### src/rtl/bcd_scan_display.sv
// bcd_scan_display: snapshots a bus of cascaded BCD digits on a load edge and
// time-multiplexes them onto a common-anode seven-segment display.
// The block applies leading-zero blanking, drives decimal points, inserts a
// per-slot ghosting guard and shows invalid codes as "-".
module bcd_scan_display #(
    parameter int DIGITS        = 4,
    parameter int SCAN_DIV      = 50000,
    parameter int GUARD         = 1,
    parameter int BLANK_LEADING = 1
) (
    input  logic                  clk,
    input  logic                  reset,
    input  logic                  load,
    input  logic [4*DIGITS-1:0]   bcd,
    input  logic [DIGITS-1:0]     dp_en,
    output logic [DIGITS-1:0]     an,
    output logic [6:0]            seg,
    output logic                  dp
);

    localparam int PCNT_W = (SCAN_DIV > 1) ? $clog2(SCAN_DIV) : 1;
    localparam int IDX_W  = (DIGITS > 1) ? $clog2(DIGITS) : 1;
    localparam logic [6:0] SEG_OFF = 7'h7F;

    // Active-low segment pattern {g,f,e,d,c,b,a}; codes above 9 show "-".
    function automatic logic [6:0] decode(input logic [3:0] code);
        case (code)
            4'd0:    decode = 7'b1000000;
            4'd1:    decode = 7'b1111001;
            4'd2:    decode = 7'b0100100;
            4'd3:    decode = 7'b0110000;
            4'd4:    decode = 7'b0011001;
            4'd5:    decode = 7'b0010010;
            4'd6:    decode = 7'b0000010;
            4'd7:    decode = 7'b1111000;
            4'd8:    decode = 7'b0000000;
            4'd9:    decode = 7'b0010000;
            default: decode = 7'b0111111;
        endcase
    endfunction

    logic                  load_q, load_d;
    logic [4*DIGITS-1:0]   shadow_bcd_q, shadow_bcd_d;
    logic [DIGITS-1:0]     shadow_dp_q, shadow_dp_d;
    logic [PCNT_W-1:0]     pcnt_q, pcnt_d;
    logic [IDX_W-1:0]      idx_q, idx_d;
    logic [DIGITS-1:0]     an_q, an_d;
    logic [6:0]            seg_q, seg_d;
    logic                  dp_q, dp_d;

    logic [DIGITS-1:0]     blank;
    logic                  run_zero;
    logic [3:0]            cur_code;
    logic                  in_guard;

    // Load edge capture and scan position (prescaler plus digit index).
    always_comb begin
        load_d       = load;
        shadow_bcd_d = shadow_bcd_q;
        shadow_dp_d  = shadow_dp_q;
        pcnt_d       = pcnt_q + PCNT_W'(1);
        idx_d        = idx_q;
        if (load && !load_q) begin
            shadow_bcd_d = bcd;
            shadow_dp_d  = dp_en;
        end
        if (pcnt_q == PCNT_W'(SCAN_DIV - 1)) begin
            pcnt_d = '0;
            idx_d  = (idx_q == IDX_W'(DIGITS - 1)) ? '0 : idx_q + IDX_W'(1);
        end
    end

    // A digit is blank while it and every digit above it are zero with no dp.
    always_comb begin
        // NOTE: run_zero is a running AND down the digits, so it must use
        // blocking assignments here; each iteration reads the previous value.
        run_zero = 1'b1;
        blank    = '0;
        for (int i = DIGITS - 1; i >= 0; i--) begin
            run_zero = run_zero && (shadow_bcd_q[4*i +: 4] == 4'd0) && !shadow_dp_q[i];
            blank[i] = (BLANK_LEADING != 0) && (i != 0) && run_zero;
        end
    end

    // Next output pins from the current slot, position and shadow.
    always_comb begin
        cur_code = shadow_bcd_q[4*int'(idx_q) +: 4];
        in_guard = (int'(pcnt_q) < GUARD);
        an_d     = '1;
        seg_d    = SEG_OFF;
        dp_d     = 1'b1;
        if (!in_guard) begin
            an_d  = ~(DIGITS'(1) << idx_q);
            seg_d = blank[idx_q] ? SEG_OFF : decode(cur_code);
            dp_d  = ~shadow_dp_q[idx_q];
        end
    end

    // State and registered pins; reset darkens the display immediately.
    always_ff @(posedge clk or negedge reset) begin
        if (!reset) begin
            load_q       <= 1'b0;
            shadow_bcd_q <= '0;
            shadow_dp_q  <= '0;
            pcnt_q       <= '0;
            idx_q        <= '0;
            an_q         <= '1;
            seg_q        <= SEG_OFF;
            dp_q         <= 1'b1;
        end else begin
            // NOTE: non-blocking so every flop samples pre-edge values.
            load_q       <= load_d;
            shadow_bcd_q <= shadow_bcd_d;
            shadow_dp_q  <= shadow_dp_d;
            pcnt_q       <= pcnt_d;
            idx_q        <= idx_d;
            an_q         <= an_d;
            seg_q        <= seg_d;
            dp_q         <= dp_d;
        end
    end

    assign an  = an_q;
    assign seg = seg_q;
    assign dp  = dp_q;

endmodule

### config.mk
export PLATFORM = sky130hd
export DESIGN_NAME = bcd_scan_display
export DESIGN_NICKNAME = d
export VERILOG_FILES = /design/src/rtl/bcd_scan_display.sv
export SDC_FILE = /design/constraint.sdc
export NUM_CORES = 1
export LEC_CHECK = 0
export CAP_MARGIN = 20
export CORE_MARGIN = 1.5
export CORE_UTILIZATION = 25
export CTS_CLUSTER_SIZE = 20
export DETAILED_ROUTE_END_ITERATION = 8
export PLACE_DENSITY = 0.49
export RECOVER_POWER = 100
export SYNTH_ARGS = -nofsm -noshare
export SYNTH_HDL_FRONTEND = slang
export SYNTH_SLANG_ARGS = --single-unit
### constraint.sdc
create_clock -name clk -period 3.5 [get_ports clk]
set_clock_uncertainty 0.2 [all_clocks]
set_input_delay 0.525 -clock clk [delete_from_list [all_inputs] [get_ports clk]]
set_output_delay 0.525 -clock clk [all_outputs]
set_load 0.03 [all_outputs]
Yosys cells after proc, flatten, opt, wreduce, memory -nomap -nowiden --
Memories as Yosys holds them, arrays and structs flattened. Cells that the tools add are included.
Cells by class: add/subtract/negate cells 2, order comparisons 2, equal/unequal tests 2, shift-type cells 2, muxes and demuxes 10, bitwise logic cells 2, reductions and logical operators 13
Operators by type and width (number):
- $add 16x1->16 const B | 1
- $eq 16x16->1 const B | 1
- $lt 16x1->1 const B | 1
- $mux 16 | 1
- $shiftx 16x5->4 | 1
- $mux 7 | 2
- $logic_not 4->1 | 3
- $logic_and 1x1->1 | 6
- $bmux 1 s2 | 2
- $logic_not 1->1 | 4
- $mux 4 | 1
- $not 4->4 | 1
- $shl 1x2->4 const A | 1
- $lt 2x3->1 const B | 1
- $mux 1 | 3
- $add 2x1->2 const B | 1
- $eq 2x2->1 const B | 1
- $mux 2 | 1
- $not 1->1 | 1
Storage, ports and cells: bits in registers 51, memory bits (read-only) 112, input port bits 23, word-level logic and storage cells 42, memories 1
Memory list:
- (name not given) | words 16, width 7, rd ports 1, clocked after Yosys merged registers in 0, wr ports 0, line 27 | case (code)

Logic depth before layout (Yosys ltp) --
Gate-level depths: netlist (run 1).
word-level depth 10, depth in mapped cells 8, gate-level depth less buffers 7

Worst setup path after synthesis (run 1) --
OpenSTA, ideal clock, no wires.
path type register to register, start point register idx_q[0], end point register seg_q[2], in the netlist seg[2], library setup time 0.066 ns, data arrival time 1.846 ns, slack 1.388 ns, cell stages (with the launch flop) 8, buffers on the path 1, clock period less this slack 2.112 ns, cells stage by stage dfrtp_1 > buf_2 > mux4_2 > inv_1 > ha_1 > inv_1 > or3_1 > nand3_1
On the way: longest elaborated chain between the ends 4
RTL lines:
- start, declared | line 46 | logic [IDX_W-1:0] idx_q, idx_d;
- start signal, assigned | line 116 | idx_q <= idx_d;
- $shiftx 16x5->4 / $bmux 1 s2 (equally long branches) | line 87, 94
- $mem_v2 16x7 / $mux 1 (equally long branches)
- $mux 7 * | line 94 | seg_d = blank[idx_q] ? SEG_OFF : decode(cur_code);
- $mux 7 * | line 92 | if (!in_guard) begin
- via seg_d[2] | line 48 | logic [6:0] seg_q, seg_d;
- end signal, assigned | line 118 | seg_q <= seg_d;
- end, declared | line 48
Mark *: on every way through the listed nets, which the timed path passes. The rest lies on a longest branch. The select of a mux whose other input is x is not followed. A chain may end at the register's enable or synchronous reset.

Final worst setup path (run 1) --
start point input load, end point register shadow_bcd_q[4]
On the way: longest elaborated chain between the ends 1
RTL lines:
- start, declared | line 13 | input logic load,
- $logic_and 1x1->1 | line 63 | if (load && !load_q) begin
- end signal, assigned | line 113 | shadow_bcd_q <= shadow_bcd_d;
- end, declared | line 43 | logic [4*DIGITS-1:0] shadow_bcd_q, shadow_bcd_d;
No other way between the ends.

==> results.sh, run 1 <==
export IMPL_power_leakage_uw=0.001215
export IMPL_antenna_found_initial=0
export IMPL_worstPathRequired_ns=3.49
export IMPL_detail_route_antenna_nets=0
export IMPL_fmax_mhz=411.0
export IMPL_htree_levels=2
export IMPL_tritoncts="done"
export IMPL_critPathKind="in2reg"
export IMPL_ys_flop_type="dfrtp_1"
export IMPL_start_util=0.2584
export IMPL_wl_per_cell_um=12.56
export IMPL_path_clk_slew_ns=0.09
export IMPL_avgViaCountPerCell=4.292
export IMPL_slew_headroom=-0.1860
export IMPL_endpoint_kind="flip-flop"
export IMPL_multi_input_comb_area_mm2=0.001031
export IMPL_grt_pass1_wl_um=7935
export IMPL_drc_errors=0
export IMPL_core_mm2=0.009240
export IMPL_clock_latency_ns=0.31
export IMPL_firstDrtPassIters=4
export IMPL_min_path_type="reg2reg"
export IMPL_peakVddDrop_v=0.0001389
export IMPL_hold_depth=1
export IMPL_reg2reg_depth=6
export IMPL_synth_seq_area_share=0.5409
export IMPL_r2r_setup_slack_ns=1.16
export IMPL_clockRootBuffer="clkbuf_8"
export IMPL_postCtsHoldBufs=0
export IMPL_worstMarginPinSlew_ns=1.779
export IMPL_fin_crit_sh=0.6951
export IMPL_p_per_area_mw_per_mm2=424.8
export IMPL_cp_data_arrival_time_ns=2.42
export IMPL_cp_max_fo=20
export IMPL_gp_congestion=0.7700
export IMPL_ctsResizeCount=0
export IMPL_path_cells="dlygate4sd3_1 > nor2b_1 > clkbuf_1 > mux2_2"
export IMPL_routed_wl_um=4559
export IMPL_critical_path_top_delay_family="buffers and inverters"
export IMPL_synth_nets=229
export IMPL_tns_ns=0
export IMPL_synth_top_area_share=0.4088
export IMPL_diodes=0
export IMPL_synth_seq_cells=51
export IMPL_n_fill_cell=940
export IMPL_hp_start="pcnt_q[0]"
export IMPL_rsz0062_at_grt="no"
export IMPL_maxCapViolCount=1
export IMPL_grt_pass1_vias=1569
export IMPL_post_cts_setup_buffers=0
export IMPL_dieArea_mm2=0.01014
export IMPL_worstPathBufferInverterCount=2
export IMPL_synth_area_mm2=0.002387
export IMPL_place_ws_ns=1.170
export IMPL_critical_path_depth=4
export IMPL_startpoint_type="input port"
export IMPL_netlist_top_cells_area="dfrtp_1, dfstp_2, mux2_2, ha_1, mux4_2"
export IMPL_num_nets_final=267
export IMPL_synth_edf_count=0
export IMPL_slew_violations=35
export IMPL_setup_viol=0
export IMPL_drt_iter0_markers=52
export IMPL_overflow=0
export IMPL_track_usage=0.09941
export IMPL_cpPeakStageDelay_ns=0.81
export IMPL_final_layout_size_suffix_gt1_frac=0.2179
export IMPL_syn2layout_area_growth_pct=23.85
export IMPL_synthArstFlopShare=1.000
export IMPL_violations="capacitance limit, slew limit"
export IMPL_fp_dieW_um=100.7
export IMPL_status="finished, violations left"
export IMPL_slowest_stage="clkbuf_1"
export IMPL_yosys_area_top_type="dfrtp_1"
export IMPL_clockBufferDepth=2
export IMPL_cts_sinks=51
export IMPL_fp_dieH_um=100.7
export IMPL_grt_max_degree=35
export IMPL_port_buffers=34
export IMPL_startpoint="load"
export IMPL_avgSynthCellArea_um2=12.24
export IMPL_fp_row_count=35
export IMPL_cts_inserted_buffers=5
export IMPL_synth_distinct_cells=37
export IMPL_timing_rr_start="idx_q[0]"
export IMPL_synthCells=195
export IMPL_finalWorstSetupSlack_ns=1.067
export IMPL_vias=1558
export IMPL_layout_area_seq_mm2=0.001291
export IMPL_pin_count=35
export IMPL_dp_hpwl_um=3419
export IMPL_yosys_warnings=0
export IMPL_final_hold_viol_count=0
export IMPL_period_needed_ns=2.433
cells in the mapped netlist (2+ instances only):
cell      instances
or3_1             2
dfrtp_1          39
mux2_2           22
o211ai_1          2
xor2_1            7
ha_1             11
inv_1            11
and3_1            4
and2_1            3
nor2b_1           2
nand3_1           9
dfstp_2          12
xnor2_1           5
clkbuf_1          2
nor2_1           12
mux4_2            5
or4_1             3
a21oi_1           4
nand4_1           2
buf_2             2
nand2_1          13
nor4_1            4
nor3_1            3
o21ai_0           3
registers in the layout, summed over array words and instances (netlist names):
name / flops
shadow_dp_q: 4
load_q: 1
seg: 7
shadow_bcd_q: 16
dp: 1
idx_q: 2
pcnt_q: 16
an: 4
per-layer routing:
| metal | vias up | track usage | share of wire | wire length (um) |
|---|---|---|---|---|
| li1 | 765 | - | - | - |
| met1 | 760 | 0.1428 | 0.51 | 2331 |
| met2 | 27 | 0.1476 | 0.44 | 1996 |
| met3 | 6 | 0.02080 | 0.036 | 162 |
| met4 | 0 | 0.03575 | 0.015 | 69 |
| met5 | - | 0 | 0 | 0 |
report_power, final:
part           switching [uW]  internal [uW]
combinational             116            111
clock                     197            142
sequential               31.2            659
total                     345            911
cell type report:
cell class	count	area share
Multi-Input combinational cell	128	0.3487
Tap cell	129	0.05459
Inverter	11	0.01397
Clock buffer	6	0.02455
Clock inverter	2	0.004655
Timing Repair Buffer	36	0.1168
Sequential cell	51	0.4367
final timing paths:
check | endpoint
worst min-delay path | pcnt_q[0]
worst min register to register | pcnt_q[0]
min in group asynchronous | shadow_dp_q[0]
worst max register to register | seg[2]
worst max-delay path | shadow_bcd_q[4]
max in group asynchronous | seg[1]
per-stage QoR:
| step | utilization | hold slack, ns | total power [uW] | cells | instance area [um^2] |
|---|---|---|---|---|---|
| 2_1_floorplan | - | 0.02941 | 834.8 | 195 | 2387 |
| 3_3_place_gp | 0.3114 | 0.2664 | 940.2 | 355 | 2878 |
| 3_5_place_dp | 0.3114 | 0.2747 | 942.7 | 355 | 2878 |
| 4_1_cts | 0.3208 | 0.1107 | 1287 | 363 | 2964 |
| 5_1_grt | 0.3200 | 0.3118 | 1326 | 363 | 2957 |
| 6_report | 0.3200 | 0.2895 | 1256 | 363 | 2957 |
cells in the final DEF, fill, tap and decap left out, types with 5 or more instances in the layout:
cell type	Yosys	final
clkbuf_8	0	5
mux4_2	5	5
nor2_1	12	12
xor2_1	7	7
ha_1	11	11
dfrtp_1	39	39
inv_1	11	11
dlygate4sd3_1	0	13
clkdlybuf4s50_1	0	20
nand3_1	9	9
xnor2_1	5	5
nand2_1	13	14
dfstp_2	12	12
mux2_2	22	22
kinds of logic after synthesis:
| logic type | Yosys count | share of synthesized area |
|---|---|---|
| AND/OR/NAND/NOR | 63 | 0.1399 |
| flip-flops | 51 | 0.5409 |
| multiplexers | 27 | 0.1509 |
| buffers and inverters | 16 | 0.02621 |
| AO/OA/AOI/OAI | 15 | 0.04036 |
| XOR/XNOR | 12 | 0.04402 |
| adder cells (fa/ha/maj) | 11 | 0.05765 |
Power figures use the tool's default switching activity.
==> run 2: changes to the inputs <==
- PLACE_DENSITY: 0.49 -> 0.5
- clock period: 3.5 -> 2.2 ns (I/O delays scaled with it)
==> run 2 against run 1 <==
  * The flow now finishes without violations
  * Non-clock buffer count grew 8
  * Combinational power grew 61%
  * Hold slack is essentially flat
  * Via count grew 1.7%
  * Critical path type is now reg2out
  * Highest routed layer unchanged
  * Clock power grew 130%
  * Total power grew 78%
  * Worst setup slack lost 0.95 ns
==> results.sh, run 2 (synthesis gave the netlist of run 1 again) <==
export IMPL_p_per_area_mw_per_mm2=730.6
export IMPL_core_mm2=0.009240
export IMPL_path_clk_slew_ns=0.10
export IMPL_peakVddDrop_v=0.0003593
export IMPL_dp_cells=362
export IMPL_setup_viol=0
export IMPL_grt_pass1_vias=1596
export IMPL_gp_congestion=0.8263
export IMPL_timing_rr_start="idx_q[0]"
export IMPL_finalInstanceArea_mm2=0.003057
export IMPL_path_cells="dlygate4sd3_1"
export IMPL_post_cts_setup_buffers=0
export IMPL_min_path_type="reg2reg"
export IMPL_diodes=0
export IMPL_r2r_end="seg[2]"
export IMPL_multi_input_comb_area_mm2=0.001033
export IMPL_tritoncts="done"
export IMPL_clockRootBuffer="clkbuf_8"
export IMPL_cp_data_arrival_time_ns=1.56
export IMPL_final_cell_mix="dfrtp_1, mux2_2, clkdlybuf4s50_1"
export IMPL_layout_commonest_cell="dfrtp_1"
export IMPL_slew_violations=0
export IMPL_dieArea_mm2=0.01014
export IMPL_cts_inserted_buffers=5
export IMPL_fin_cells=371
export IMPL_startpoint_type="flip-flop"
export IMPL_routed_wl_um=4701
export IMPL_htree_levels=2
export IMPL_placed_area_mm2=0.002943
export IMPL_cpPeakStageDelay_ns=0.73
export IMPL_fmax_mhz=479.0
export IMPL_drc_errors=0
export IMPL_wl_per_cell_um=12.67
export IMPL_firstDrtPassIters=4
export IMPL_cp_max_fo=1
export IMPL_detail_route_antenna_nets=0
export IMPL_worstPathRequired_ns=1.67
export IMPL_vias=1584
export IMPL_endpoint_kind="output port"
export IMPL_n_fill_cell=946
export IMPL_track_usage=0.1005
export IMPL_critical_path_top_delay_family="buffers and inverters"
export IMPL_fp_row_count=35
export IMPL_slew_headroom=0.2554
export IMPL_critPathKind="reg2out"
export IMPL_syn2layout_area_growth_pct=28.04
export IMPL_hold_end="pcnt_q[0]"
export IMPL_rsz0062_at_grt="no"
export IMPL_slowest_stage="dlygate4sd3_1"
export IMPL_startpoint="seg[1]"
export IMPL_clockBufferDepth=2
export IMPL_port_buffers=34
export IMPL_maxCapViolCount=0
export IMPL_avgViaCountPerCell=4.270
export IMPL_status="finished, final reports clean"
export IMPL_overflow=0
export IMPL_r2r_setup_slack_ns=0.14
export IMPL_start_util=0.2584
export IMPL_pin_count=35
export IMPL_power_leakage_uw=0.001268
export IMPL_reg2reg_depth=6
export IMPL_worstMarginPinSlew_ns=1.117
export IMPL_layout_area_seq_mm2=0.001291
export IMPL_period_needed_ns=2.088
export IMPL_tns_ns=0
export IMPL_final_layout_size_suffix_gt1_frac=0.2355
export IMPL_fp_dieH_um=100.7
export IMPL_fp_dieW_um=100.7
export IMPL_hold_depth=1
export IMPL_final_hold_viol_count=0
export IMPL_cts_sinks=51
export IMPL_antenna_found_initial=0
export IMPL_worstPathBufferInverterCount=1
export IMPL_hp_start="pcnt_q[0]"
export IMPL_clock_latency_ns=0.30
export IMPL_fin_crit_sh=0.9489
export IMPL_grt_pass1_wl_um=7872
export IMPL_drt_iter0_markers=98
export IMPL_grt_max_degree=23
export IMPL_dp_hpwl_um=3623
export IMPL_num_nets_final=275
[run 2: cell count changes in the layout (fill, tap and decap cells not counted), moves of 2 or more]
cell       before  now
bufinv_16       0    2
and2_1          1    3
buf_4           1    3
clkbuf_2        0    3
and2_0          2    0
[run 2: area by class of cell]
cell class	instances	share of cell area
Multi-Input combinational cell	128	0.3381
Clock inverter	3	0.02210
Clock buffer	5	0.02251
Timing Repair Buffer	44	0.1285
Inverter	11	0.01351
Tap cell	129	0.05280
Sequential cell	51	0.4224
[run 2: stage by stage]
step | hold slack, ns | setup slack, ns | total power (uW) | util
detailed placement | 0.1246 | 0.1607 | 1503 | 0.3185
CTS | 0.2676 | 0.1411 | 2284 | 0.3343
finish | 0.2898 | 0.1125 | 2233 | 0.3308
global route | 0.3087 | 0.009670 | 2343 | 0.3308
floorplan | -0.1656 | 0.08809 | 1328 | -
global placement | 0.1278 | 0.1969 | 1499 | 0.3185
[run 2: how the worst max path moves through the flow]
stage               endpoint  slack [ns]  cells past startpoint
floorplan             seg[2]        0.09                      7
global placement      seg[2]        0.20                      6
detailed placement    seg[2]        0.16                      6
CTS                   seg[2]        0.14                      6
global route          seg[4]        0.01                      5
finish                seg[1]        0.11                      1
[run 2: where the power goes]
| group | total [uW] | internal [uW] | leakage [uW] | switching (uW) |
|---|---|---|---|---|
| registers | 1100 | 1050 | 0.000609 | 49.5 |
| logic | 365 | 179 | 0.000595 | 186 |
| clock network | 771 | 454 | 0.0000644 | 318 |
| total | 2230 | 1680 | 0.00127 | 553 |
[run 2: repair_timing]
item / CTS / global route
hold buffers: 1 / 0
hold endpoints to repair: 9 / 0
gates resized for setup: 0 / 0
[run 2: metal layers]
layer | global-route usage | up-vias | part of all wire
met3 | 0.02497 | 7 | 0.037
li1 | - | 779 | -
met4 | 0.03792 | 0 | 0.017
met2 | 0.1466 | 30 | 0.45
met5 | 0 | - | 0
met1 | 0.1433 | 768 | 0.50
